--- src/rtl/onehot_pulse_decoder.sv ---
`default_nettype none
// ============================================================================
// Module   : onehot_pulse_decoder
// Purpose  : Turns encoded priority tokens (3-bit index + "none" flag) back
//            into timed one-hot strobes. Tokens arrive on a valid/ready
//            handshake and are buffered in a 2-entry FIFO. Each token drives
//            one bit of y for PULSE_LEN cycles, followed by GAP_LEN forced
//            all-zero cycles.
// Params   : PULSE_LEN  cycles a pulse is held         (legal 1..15)
//            GAP_LEN    idle cycles after each pulse   (legal 0..15)
// Ports    : clk        clock, rising edge
//            rst_n      asynchronous active-low reset
//            in_valid   token present on in_idx / in_none
//            in_ready   token can be accepted this cycle (FIFO not full)
//            in_idx     encoded line index 0..7
//            in_none    token carries no request (accepted, discarded)
//            y          registered one-hot pulse output
//            busy       FSM active or FIFO non-empty
//            ovr_clr    clears overrun
//            overrun    sticky: in_valid seen while in_ready was low
// Config   : ONEHOT_DEC_OVERRUN_EN  defined -> sticky overrun flag present;
//            undefined -> overrun tied low, ovr_clr ignored.
// Revision : 1.0  initial release
// ============================================================================
module onehot_pulse_decoder #(
    parameter int PULSE_LEN = 4,
    parameter int GAP_LEN   = 1
) (
    input  logic       clk,
    input  logic       rst_n,
    input  logic       in_valid,
    output logic       in_ready,
    input  logic [2:0] in_idx,
    input  logic       in_none,
    output logic [7:0] y,
    output logic       busy,
    input  logic       ovr_clr,
    output logic       overrun
);

    // Counter reload values; the counter counts down to zero, so a phase of
    // N cycles is loaded with N-1.
    localparam logic [3:0] c_PULSE_LAST = 4'(PULSE_LEN - 1);
    localparam logic [3:0] c_GAP_LAST   = 4'(GAP_LEN - 1);
    localparam bit         c_HAS_GAP    = (GAP_LEN > 0);

    localparam logic [1:0] c_ST_IDLE  = 2'd0;
    localparam logic [1:0] c_ST_DRIVE = 2'd1;
    localparam logic [1:0] c_ST_GAP   = 2'd2;

    // ------------------------------------------------------------------------
    // Token FIFO: 2 entries, 1-bit circular pointers that wrap naturally.
    // ------------------------------------------------------------------------
    logic [2:0] r_mem [0:1];
    logic       r_wr_ptr;
    logic       r_rd_ptr;
    logic [1:0] r_count;
    logic       r_in_ready;

    logic       w_push;
    logic       w_pop;
    logic       w_fifo_empty;
    logic [1:0] w_count_nxt;
    logic [2:0] w_head;
    logic [7:0] w_y_load;

    // "none" tokens complete the handshake but never occupy a slot.
    assign w_push       = in_valid & r_in_ready & ~in_none;
    assign w_fifo_empty = (r_count == 2'd0);
    assign w_head       = r_mem[r_rd_ptr];
    assign w_y_load     = 8'b1 << w_head;

    always_comb begin
        w_count_nxt = r_count;
        case ({w_push, w_pop})
            2'b10:   w_count_nxt = r_count + 2'd1;
            2'b01:   w_count_nxt = r_count - 2'd1;
            default: w_count_nxt = r_count;
        endcase
    end

    // in_ready is registered from the post-edge occupancy, so a pop in the
    // current cycle only raises it one cycle later. It resets low and comes
    // up on the first edge after reset release.
    always_ff @(posedge clk or negedge rst_n) begin
        if (!rst_n) begin
            r_wr_ptr   <= 1'b0;
            r_rd_ptr   <= 1'b0;
            r_count    <= 2'd0;
            r_in_ready <= 1'b0;
        end else begin
            if (w_push) begin
                r_wr_ptr <= ~r_wr_ptr;
            end
            if (w_pop) begin
                r_rd_ptr <= ~r_rd_ptr;
            end
            r_count    <= w_count_nxt;
            r_in_ready <= (w_count_nxt != 2'd2);
        end
    end

    // Storage needs no reset: occupancy alone decides what is valid.
    always_ff @(posedge clk) begin
        if (w_push) begin
            r_mem[r_wr_ptr] <= in_idx;
        end
    end

    // ------------------------------------------------------------------------
    // Pulse FSM: state register / next-state logic / output logic.
    // ------------------------------------------------------------------------
    logic [1:0] r_state;
    logic [3:0] r_cnt;
    logic [7:0] r_y;

    logic [1:0] w_state_nxt;
    logic [3:0] w_cnt_nxt;
    logic [7:0] w_y_nxt;

    always_ff @(posedge clk or negedge rst_n) begin
        if (!rst_n) begin
            r_state <= c_ST_IDLE;
            r_cnt   <= 4'd0;
            r_y     <= 8'h00;
        end else begin
            r_state <= w_state_nxt;
            r_cnt   <= w_cnt_nxt;
            r_y     <= w_y_nxt;
        end
    end

    always_comb begin
        w_state_nxt = r_state;
        w_cnt_nxt   = r_cnt;
        w_y_nxt     = r_y;
        w_pop       = 1'b0;
        case (r_state)
            c_ST_IDLE: begin
                if (!w_fifo_empty) begin
                    w_pop       = 1'b1;
                    w_y_nxt     = w_y_load;
                    w_cnt_nxt   = c_PULSE_LAST;
                    w_state_nxt = c_ST_DRIVE;
                end
            end
            c_ST_DRIVE: begin
                if (r_cnt != 4'd0) begin
                    w_cnt_nxt = r_cnt - 4'd1;
                end else if (c_HAS_GAP) begin
                    w_y_nxt     = 8'h00;
                    w_cnt_nxt   = c_GAP_LAST;
                    w_state_nxt = c_ST_GAP;
                end else if (!w_fifo_empty) begin
                    // Zero-gap chaining: next one-hot value replaces the
                    // current one on the same edge.
                    w_pop     = 1'b1;
                    w_y_nxt   = w_y_load;
                    w_cnt_nxt = c_PULSE_LAST;
                end else begin
                    w_y_nxt     = 8'h00;
                    w_state_nxt = c_ST_IDLE;
                end
            end
            c_ST_GAP: begin
                if (r_cnt != 4'd0) begin
                    w_cnt_nxt = r_cnt - 4'd1;
                end else begin
                    w_y_nxt     = 8'h00;
                    w_state_nxt = c_ST_IDLE;
                end
            end
            default: begin
                w_y_nxt     = 8'h00;
                w_cnt_nxt   = 4'd0;
                w_state_nxt = c_ST_IDLE;
            end
        endcase
    end

    always_comb begin
        y        = r_y;
        in_ready = r_in_ready;
        busy     = (r_state != c_ST_IDLE) | ~w_fifo_empty;
    end

    // ------------------------------------------------------------------------
    // Optional sticky overrun flag. Set has priority over clear.
    // ------------------------------------------------------------------------
`ifdef ONEHOT_DEC_OVERRUN_EN
    logic r_overrun;

    always_ff @(posedge clk or negedge rst_n) begin
        if (!rst_n) begin
            r_overrun <= 1'b0;
        end else if (in_valid && !r_in_ready) begin
            r_overrun <= 1'b1;
        end else if (ovr_clr) begin
            r_overrun <= 1'b0;
        end
    end

    assign overrun = r_overrun;
`else
    logic w_unused_ovr_clr;

    assign w_unused_ovr_clr = ovr_clr;
    assign overrun          = 1'b0;
`endif

endmodule
`default_nettype wire

--- config.mk ---
export PLATFORM = sky130hd
export DESIGN_NAME = onehot_pulse_decoder
export DESIGN_NICKNAME = d
export VERILOG_FILES = /design/src/rtl/onehot_pulse_decoder.sv
export SDC_FILE = /design/constraint.sdc
export NUM_CORES = 1
export LEC_CHECK = 0
export BUFFER_PORTS_ARGS = -buffer_cell sky130_fd_sc_hd__buf_2
export CAP_MARGIN = 20
export CELL_PAD_IN_SITES_DETAIL_PLACEMENT = 0
export CELL_PAD_IN_SITES_GLOBAL_PLACEMENT = 1
export CORE_MARGIN = 4
export CORE_UTILIZATION = 30
export DETAILED_ROUTE_END_ITERATION = 12
export GPL_TIMING_DRIVEN = 0
export PLACE_DENSITY = 0.68
export SLEW_MARGIN = 20
export SYNTH_ARGS = -nofsm -noshare
export SYNTH_HDL_FRONTEND = slang
export SYNTH_SLANG_ARGS = --single-unit
--- constraint.sdc ---
create_clock -name clk -period 2.1 [get_ports clk]
set_clock_uncertainty 0.2 [all_clocks]
set_input_delay 0.105 -clock clk [delete_from_list [all_inputs] [get_ports clk]]
set_output_delay 0.105 -clock clk [all_outputs]
set_load 0.1 [all_outputs]
After elaboration in Yosys (flattened, before gate mapping)
Memories as Yosys holds them, arrays and structs flattened.
Index checks and enable logic that the tools add are counted.
- register bits: 19
- memory bits (writable): 6
- output and inout bits: 11
- word-level logic and storage cells: 53
- memories kept: 1
- add/subtract/negate cells: 3
- eq/ne operators: 10
- shift-type cells: 1
- mux-type cells: 16
- bitwise logic cells: 7
- reduce and logical (&&, ||, !) cells: 8
- memories (name ; depth ; bits a word ; read ports ; clocked after Yosys merged registers in ; write ports ; line ; text):
    r_mem ; 2 ; 3 ; 1 ; 0 ; 1 ; 54 ; logic [2:0] r_mem [0:1];
- operators with widths (operator ; number):
    $mux W8 ; 2
    $pmux W8 S2 ; 1
    $mux W4 ; 3
    $ne A2 B2 Y1 const B ; 6
    $pmux W4 S3 ; 1
    $shl A1 B3 Y8 const A ; 1
    $mux W2 ; 3
    $pmux W2 S3 ; 1
    $eq A2 B1 Y1 const B ; 2
    $eq A2 B2 Y1 const B ; 2
    $logic_not A2 Y1 ; 2
    $mux W1 ; 4
    $not A1 Y1 ; 4
    $pmux W2 S2 ; 1
    $reduce_and A2 Y1 ; 2
    $reduce_bool A4 Y1 ; 1
    $sub A4 B1 Y4 const B ; 1
    $reduce_and A3 Y1 ; 1
    $add A2 B1 Y2 const B ; 1
    $and A1 B1 Y1 ; 2
    $reduce_bool A2 Y1 ; 1
    $reduce_or A2 Y1 ; 1
    $sub A2 B1 Y2 const B ; 1
    $or A1 B1 Y1 ; 1

Depth between registers and ports, before layout
- depth after elaboration: 6
- depth in mapped cells: 7
- mapped depth without buffers: 7

Least setup slack after synthesis
Ideal clock, no wire load.
- path kind: register -> register
- start point: register r_in_ready (netlist: in_ready)
- end point: register r_count[1]
- arrival: 2.025 ns
- data required time: 1.773 ns
- path slack: -0.252 ns
- cell stages (with the launch flop): 5
- path buffers: 0
- period minus slack after synthesis: 2.352 ns
- cell sequence: dfrtp_1 nand3b_1 ha_1 o21a_1 or2_2
- longest elaborated chain between the ends: 4
- elaborated cells on any way between the ends: 5
- RTL lines (item ; line ; text):
    from (decl) ; 58 ; logic r_in_ready;
    from (signal assigned) ; 99 ; r_in_ready <= (w_count_nxt != 2'd2);
    $and A1 B1 Y1 (*) (2 in series) ; 68 ; assign w_push = in_valid & r_in_ready & ~in_none;
    $eq A2 B1 Y1 / $eq A2 B2 Y1 (equally long branches) ; 75 ; case ({w_push, w_pop})
    $pmux W2 S2 (*) ; 75 ;
    via w_count_nxt[1] ; 63 ; logic [1:0] w_count_nxt;
    to (signal assigned) ; 98 ; r_count <= w_count_nxt;
    to (decl) ; 57 ; logic [1:0] r_count;
The timed path passes the listed nets; every way through them passes the cells marked *.
A chain may end at the register's enable or synchronous reset.

Worst setup path in the final report
- start point: register r_state[0]
- end point: register r_count[1]
- longest elaborated chain between the ends: 4
- elaborated cells on any way between the ends: 5
- RTL lines (item ; line ; text):
    from (decl) ; 113 ; logic [1:0] r_state;
    from (signal assigned) ; 123 ; r_state <= c_ST_IDLE;
    from (signal assigned) ; 127 ; r_state <= w_state_nxt;
    $logic_not A2 Y1 (*) ; 138 ; case (r_state)
    $mux W1 (*) ; -- ;
    via w_pop ; 61 ; logic w_pop;
    $eq A2 B1 Y1 / $eq A2 B2 Y1 (equally long branches) ; 75 ;
    $pmux W2 S2 (*) ; 75 ;
    via w_count_nxt[1] ; 63 ;
Marked as above.

==> impl_metrics.toml <==
[placement]
gp_congestion = 0.807
numPortBuffers = 16
postPlaceCellArea_sq_um = 1500
hpwl_um = 1900

[final_layout]
layout_commonest_cell = "dfrtp_1"
final_cell_mix = "17 x dfrtp_1, 15 x buf_2, 13 x inv_1"
diodes = 0
nets = 168
final_area_sq_um = 1690
area_delta_synth_final_pct = 26.2
drive_gt1_frac = 0.289

[clock_tree]
clock_latency_ns = 0.27
htreeDepth = 1
tritoncts = "built"
cts_buffers = 3
path_clk_slew_ns = 0.10
clock-sinks = 25
clk_path_buf_depth = 2
root_buffer = "clkbuf_8"

[timing]
fmax_ghz = 0.501
setup_viol = 0
fin_setup_tns_ns = 0
fin_crit_sh = 0.951
rsz0062_at_grt = "true"
hold_viol = 1
slew_violations = 0
finalCriticalPeriod_ns = 2.00
hold_ws_ns = -0.00237

[synthesis]
synth_compound_area_frac = 0.162
synth-async-reset-ratio = 0.760
ys.flop_type = "dfrtp_1"
synth_top_family_by_area = "compound AO/OA/AOI/OAI gates"
syn_area_sq_um = 1340
synth_area_leaders = "dfrtp_1 35%, edfxtp_1 13%, mux2i_1 6.7%"
synth.mux.area_fraction = 0.0755
syn_nets = 133
ys_ff_latch = 25
yosysWarnings = 0
seq_area_frac_synth = 0.488
synth_top_area_cell = "dfrtp_1"
synth_edf_count = 6
syn_inst = 118
yosysUniqueCellTypes = 38
synth_top_area_share = 0.354
synth-xor-area-share = 0.0261
syn_avg_cell_area_sq_um = 11.4
synth-simple-area-share = 0.119
synth_fa_ha_area_frac = 0.0652

[setup_path]
cp-end-kind = "flop"
rr_worst_depth = 6
rrSetupSlack_ns = 0.10
start_kind = "flop"
cp_data_required_time_ns = 2.06
crit-reg2reg-launch = "r_state[0]$_DFFE_PN0P_"
criticalPathCategory = "reg -> reg"
rr_endpoint = "r_count[1]$_DFF_PN0_"
cp_max_fo = 4
critPathArrivalTime_ns = 1.95

[grt]
grt_pass1_vias = 975
overflow = 0
grt_pass1_wl_um = 4500
track_usage = 0.106
grt_max_degree = 20
antenna_found_initial = 0

[min_path]
min_path_cells = 3
min_from = "in_none"
hold_end = "r_wr_ptr$_DFFE_PN0P_"
hold_path.class = "in -> reg"

[floorplan]
core-area_sq_um = 4350
start_util = 0.308
fp.dieH_um = 74.9
die_x_um = 74.9
rows = 24
io_pins = 19
die_area_sq_um = 5610

[route]
num_vias = 988
first_iter_violations = 62
drt-pass1-iter-count = 4
drt_wl_total_um = 2660
wire_per_inst_um = 13.0
drc_errors = 0
antenna_left = 0
viasPerCell = 4.84

[status]
violations = "negative hold slack"
outcome = "finished with violations"

[job]
maxCapViolations = 0
## cell usage after synthesis (all sizes together), types with 3 or more instances
library cell,count
edfxtp,6
nor3b,5
xnor2,3
and3b,3
mux2i,9
dfrtp,19
ha,7
nor2,4
inv,15
o21ai,4
o211ai,8
nor3,4
a22o,3
## logic make-up after synthesis
kind of cell	after synthesis
AOI/OAI and AO/OA	28
xor gates and xnor gates	4
adders and majority gates	7
buffers and inverters	19
DFF	25
muxes	10
other	1
and+or+nand+nor	24
## flip-flops by register name (all words and copies together), names as in the netlist
register  cells
y             8
r_mem         6
r_cnt         4
r_count       2
r_state       2
in_ready      1
r_rd_ptr      1
r_wr_ptr      1
## layer usage
metal / track usage / vias to the layer above / part of all wire
li1: - / 489 / -
met1: 0.138 / 480 / 0.48
met2: 0.165 / 17 / 0.47
met3: 0.0240 / 2 / 0.040
met4: 0.0514 / 0 / 0.0079
met5: 0 / - / 0
## timing repair
action	CTS	global route
pin swaps	1	1
setup endpoints to repair	4	14
buffers inserted	4	6
hold endpoints to repair	25	0
hold buffers	4	0
gates resized for setup	1	9
## area by class of cell
type | instances | area (sq um)
Fill cell | 418 | 2660
Sequential cell | 25 | 658
Clock inverter | 1 | 8.76
Multi-Input combinational cell | 74 | 621
Inverter | 15 | 60.1
Buffer | 4 | 27.5
Clock buffer | 3 | 41.3
Tap cell | 52 | 65.1
Timing Repair Buffer | 30 | 213
## through the flow
step | std cells | util | setup slack, ns
2_1_floorplan | 118 | - | -0.0753
3_3_place_gp | 186 | 0.345 | 0.0457
3_5_place_dp | 186 | 0.345 | -0.0294
4_1_cts | 198 | 0.373 | 0.0429
5_1_grt | 204 | 0.389 | -0.0201
6_report | 204 | 0.389 | 0.103
## critical path, stage by stage (launching register included)
cell and delay, ns:
dfrtp_1 0.41, inv_1 0.10, ha_1 0.24, o21a_1 0.13
ha_1 0.32, o21a_1 0.20, or2_2 0.28
## worst max path at each step
| stage | startpoint | slack (ns) | depth (start not counted) | end |
|---|---|---|---|---|
| 3_5_place_dp | r_cnt[0]$_DFFE_PN0P_ | -0.03 | 6 | y[7]$_DFFE_PN0P_ |
| 2_1_floorplan | r_state[1]$_DFFE_PN0P_ | -0.08 | 6 | r_cnt[2]$_DFFE_PN0P_ |
| 5_1_grt | r_state[0]$_DFFE_PN0P_ | -0.02 | 5 | busy |
| 4_1_cts | r_state[0]$_DFFE_PN0P_ | 0.04 | 5 | busy |
| 6_report | r_state[0]$_DFFE_PN0P_ | 0.10 | 6 | r_count[1]$_DFF_PN0_ |
| 3_3_place_gp | r_cnt[0]$_DFFE_PN0P_ | 0.05 | 6 | y[3]$_DFFE_PN0P_ |
Power is left out: the tool's default activity adds up to more than one toggle a clock period on the data nets, which glitch-free logic cannot reach.
